<file path="config.mk">
export PLATFORM = sky130hd
export DESIGN_NAME = rx_fifo
export DESIGN_NICKNAME = d
export VERILOG_FILES = /design/src/rtl/rx_fifo_pkg.sv /design/src/rtl/rx_fifo_mem.sv /design/src/rtl/rx_fifo.sv
export SDC_FILE = /design/constraint.sdc
export NUM_CORES = 1
export LEC_CHECK = 0
export ABC_AREA = 1
export CAP_MARGIN = 25
export CORE_MARGIN = 5
export CORE_UTILIZATION = 60
export DETAILED_ROUTE_END_ITERATION = 16
export MAX_ROUTING_LAYER = met4
export PLACE_DENSITY = 0.85
export SETUP_SLACK_MARGIN = 0.15
export SYNTH_ARGS = -nofsm -noshare
export SYNTH_HDL_FRONTEND = slang
export SYNTH_SLANG_ARGS = --single-unit
export TNS_END_PERCENT = 20
</file>
<file path="constraint.sdc">
create_clock -name clk -period 3.3 [get_ports clk]
set_input_delay 0.66 -clock clk [delete_from_list [all_inputs] [get_ports clk]]
set_output_delay 0.66 -clock clk [all_outputs]
set_load 0.05 [all_outputs]
</file>
<file path="src/rtl/rx_fifo_pkg.sv">
`default_nettype none
// ============================================================================
//  Module   : rx_fifo_pkg
//  Brief    : Shared sizing constants and operation encoding for rx_fifo.
//  Revision : 1.0 - initial release
// ============================================================================
package rx_fifo_pkg;

   localparam int DATA_W = 8;
   localparam int DEPTH  = 8;
   localparam int PTR_W  = 3;
   localparam int CNT_W  = 4;

   // Operation actually performed on a clock edge after gating the raw
   // requests against the current flags.
   typedef enum logic [1:0] {
      OP_IDLE  = 2'b00,
      OP_WRITE = 2'b01,
      OP_READ  = 2'b10,
      OP_BOTH  = 2'b11
   } op_e;

endpackage : rx_fifo_pkg
`default_nettype wire

</file>
<file path="src/rtl/rx_fifo_mem.sv">
`default_nettype none
// ============================================================================
//  Module   : rx_fifo_mem
//  Brief    : Register file with one synchronous write port, one asynchronous
//             read port and a synchronous clear of every entry.
//  Revision : 1.0 - initial release
// ============================================================================
module rx_fifo_mem #(
   parameter int DATA_W = 8,
   parameter int DEPTH  = 8,
   parameter int ADDR_W = 3
) (
   input  logic              clk,
   input  logic              i_clr,
   input  logic              i_wr_en,
   input  logic [ADDR_W-1:0] i_wr_addr,
   input  logic [DATA_W-1:0] i_wr_data,
   input  logic [ADDR_W-1:0] i_rd_addr,
   output logic [DATA_W-1:0] o_rd_data
);

   logic [DATA_W-1:0] r_mem [DEPTH];

   // Storage update: clear wins over a write so reset always leaves all zeros.
   always_ff @(posedge clk) begin
      if (i_clr) begin
         for (int i = 0; i < DEPTH; i++) begin
            r_mem[i] <= '0;
         end
      end else if (i_wr_en) begin
         r_mem[i_wr_addr] <= i_wr_data;
      end
   end

   assign o_rd_data = r_mem[i_rd_addr];

endmodule : rx_fifo_mem
`default_nettype wire

</file>
<file path="src/rtl/rx_fifo.sv">
`default_nettype none
// ============================================================================
//  Module   : rx_fifo
//  Brief    : Single-clock first-word-fall-through FIFO. Head entry is always
//             visible on r_data; flags are decoded from a registered count.
//  Revision : 1.0 - initial release
// ============================================================================
module rx_fifo #(
   parameter int DATA_W = rx_fifo_pkg::DATA_W,
   parameter int DEPTH  = rx_fifo_pkg::DEPTH    // must be a power of two
) (
   input  logic              clk,
   input  logic              n_rst,     // synchronous, active-high
   input  logic              r_enable,
   input  logic              w_enable,
   input  logic [DATA_W-1:0] w_data,
   output logic [DATA_W-1:0] r_data,
   output logic              empty,
   output logic              full
);

   import rx_fifo_pkg::*;

   localparam int AW = $clog2(DEPTH);
   localparam int CW = AW + 1;

   logic [AW-1:0] r_wptr;
   logic [AW-1:0] r_rptr;
   logic [CW-1:0] r_count;

   logic          w_do_wr;
   logic          w_do_rd;
   op_e           w_op;

   // A write is accepted unless full with no read freeing a slot; a read is
   // accepted only when something is stored (a read on empty is dropped even
   // if a write arrives in the same cycle).
   assign w_do_wr = w_enable & (~full | r_enable);
   assign w_do_rd = r_enable & ~empty;

   // Encode the accepted operation for the count update.
   always_comb begin
      w_op = OP_IDLE;
      case ({w_do_rd, w_do_wr})
         2'b01:   w_op = OP_WRITE;
         2'b10:   w_op = OP_READ;
         2'b11:   w_op = OP_BOTH;
         default: w_op = OP_IDLE;
      endcase
   end

   // Write pointer: power-of-two depth makes natural rollover the wrap.
   always_ff @(posedge clk) begin
      if (n_rst) begin
         r_wptr <= '0;
      end else if (w_do_wr) begin
         r_wptr <= r_wptr + 1'b1;
      end
   end

   // Read pointer.
   always_ff @(posedge clk) begin
      if (n_rst) begin
         r_rptr <= '0;
      end else if (w_do_rd) begin
         r_rptr <= r_rptr + 1'b1;
      end
   end

   // Occupancy count; simultaneous read and write leave it unchanged.
   always_ff @(posedge clk) begin
      if (n_rst) begin
         r_count <= '0;
      end else begin
         case (w_op)
            OP_WRITE: r_count <= r_count + 1'b1;
            OP_READ:  r_count <= r_count - 1'b1;
            default:  r_count <= r_count;
         endcase
      end
   end

   // Flags come straight from the registered count, so they only move on
   // clock edges.
   assign empty = (r_count == '0);
   assign full  = (r_count == CW'(DEPTH));

   rx_fifo_mem #(
      .DATA_W (DATA_W),
      .DEPTH  (DEPTH),
      .ADDR_W (AW)
   ) u_mem (
      .clk       (clk),
      .i_clr     (n_rst),
      .i_wr_en   (w_do_wr),
      .i_wr_addr (r_wptr),
      .i_wr_data (w_data),
      .i_rd_addr (r_rptr),
      .o_rd_data (r_data)
   );

endmodule : rx_fifo
`default_nettype wire

</file>
==> flow_summary.json <==
{
  "status": "finished, final reports clean",
  "hold_start": "r_rptr[0]",
  "holdBufCountCts": 0,
  "rows": 28,
  "via_per_inst": 5.55,
  "worst_pin_slew_ns": 0.876,
  "holdWs_ns": 0.489,
  "syn_area_per_cell_um2": 9.77,
  "syn_nets": 378,
  "yosys_warnings": 0,
  "min_period_ns": 2.74,
  "crit_path_start_kind": "register",
  "worst-r2r-cell-count": 13,
  "dp_cells": 447,
  "cts_resized": 0,
  "diodes": 0,
  "drtIter0Drc": 173,
  "finalSetupViolCount": 0,
  "grtUsageTotal_pct": 23.0,
  "whs_path_depth": 1,
  "cts_tree": "built",
  "layout_commonest_cell": "nor2_1",
  "io_buffers": 21,
  "powerDensity_nw_per_um2": 756,
  "wl_per_cell_um": 16.4,
  "post-dp-hpwl_um": 5210,
  "finalNetCount": 400,
  "grt_pass1_vias": 2547,
  "area.growth.synth_to_final_pct": 14.1,
  "path_max_fanout": 30,
  "die_area_um2": 7510,
  "crit_type": "register to output pin",
  "synth.cell_area_um2": 3530,
  "arrival_ns": 2.08,
  "synth-seq-cells": 77,
  "drt_wl_total_um": 7580,
  "final_cell_mix": "nor2_1, edfxtp_1, nand2_1, o21ai_0, inv_1",
  "drt_pass1_iterations": 6,
  "synth.yosys.seq_area_share_pct": 61.8,
  "hold_class": "register to register",
  "ant_nets": 0,
  "reg2reg_slack_ns": 1.22,
  "postLayoutCoreUtil_pct": 69.3,
  "die_h_um": 86.7,
  "grt_pass1_wl_um": 12800,
  "vias": 2571,
  "max_freq_mhz": 365,
  "cp.required_ns": 2.64,
  "maxSlewViolCount": 0,
  "finalCritPeriodShare_pct": 83.1,
  "final_cells": 463,
  "timing.rr.end": "r_count[2]",
  "r2r-start": "r_count[1]",
  "rsz0062_at_grt": "false",
  "gp_congestion": 0.919,
  "numCtsBuffers": 9,
  "dieWidth_um": 86.7,
  "initial_utilization_pct": 60.7,
  "ctsHtreeMaxLevel": 3,
  "slew_headroom_pct": 41.5,
  "yosysUniqueCellTypes": 24,
  "cts_buffer_depth": 2,
  "fin_skew_ns": 0.00628,
  "hold_end": "r_rptr[0]",
  "max_cap_violations": 0,
  "netlist_instances": 361,
  "clkLatencyLatePin_ns": 0.34,
  "clock-sinks": 77,
  "hold_viol_final": 0,
  "drc": 0,
  "antenna_found_initial": 0,
  "ir_drop_uv": 467,
  "clkTransAtPathRegs_ns": 0.08,
  "p_leak_nw": 1.68,
  "post-cts-setup-buffers": 0,
  "grt_max_degree": 31,
  "io_pins": 22,
  "design.core.area_um2": 5820,
  "grt.overflow.total": 0,
  "cp-end-kind": "output pin",
  "setup_tns_ns": 0,
  "drive_gt1_share_pct": 9.28,
  "clockRootBuffer": "clkbuf_8"
}
==> power by group <==
group	switching (mW)	internal [mW]	total (mW)
Sequential	0.103	1.14	1.24
Combinational	0.629	0.301	0.930
Clock	0.325	0.543	0.869
==> sequential cells by signal, summed over array words and instances, names as in the netlist, named ones only <==
signal       flops
u_mem.r_mem     64
r_count          4
r_rptr           3
r_wptr           3
==> cell type report <==
class | instances | area, µm²
Clock inverter | 4 | 95.1
Timing Repair Buffer | 23 | 205
Sequential cell | 77 | 2180
Fill cell | 437 | 1790
Inverter | 29 | 109
Multi-Input combinational cell | 243 | 1190
Clock buffer | 12 | 155
Tap cell | 75 | 93.8
==> metrics by stage <==
stage / total power, mW / cell area (µm²) / worst slack (ns)
after floorplan: 1.92 / 3530 / 0.734
after global placement: 2.17 / 3780 / 0.768
after detailed placement: 2.19 / 3780 / 0.674
after CTS: 3.05 / 4030 / 0.532
after global routing: 3.21 / 4030 / 0.314
final: 3.04 / 4030 / 0.558
==> worst max-delay path by stage <==
stage	to	slack, ns	depth (start not counted)
finish	r_data[1]	0.56	5
global route	r_data[1]	0.31	5
CTS	r_data[1]	0.53	5
detailed placement	r_count[2]	0.67	13
global placement	r_count[2]	0.77	13
floorplan	full	0.73	2
==> synthesized netlist by cell type (all sizes together) <==
cell,n,area share (%)
a21oi,8,1.1
buf,4,0.57
clkbuf,8,0.85
clkinv,1,0.11
dfxtp,13,7.4
edfxtp,64,54
ha,5,1.8
inv,28,3.0
mux2i,8,2.3
nand2,47,5.1
nand3,12,2.8
nand4,1,0.18
nor2,109,12
nor3,1,0.14
nor4,1,0.18
o21ai,39,5.5
o22ai,8,1.4
xnor2,2,0.50
xor2,2,0.50
==> worst max-delay path: stages (launching register included) <==
cell,delay (ns)
dfxtp_1,0.90
o21ai_0,0.23
o22ai_1,0.28
nand2_1,0.08
nand2_1,0.06
buf_4,0.19
==> kinds of logic after synthesis <==
kind of cell,synth area share [%]
AOI/OAI and AO/OA,8.09
DFF,61.8
xor gates and xnor gates,0.993
buffers and inverters,4.50
adders and majority gates,1.77
muxes,2.27
and+or+nand+nor,20.5
==> per-layer routing <==
| metal | track usage, % | routed length (µm) | vias to the layer above |
|---|---|---|---|
| met1 | 32.5 | 3440 | 1185 |
| met4 | 6.80 | 97 | 0 |
| li1 | - | - | 1252 |
| met3 | 5.23 | 526 | 11 |
| met5 | - | 0 | - |
| met2 | 33.4 | 3510 | 123 |
(Power assumes the default switching activity.)
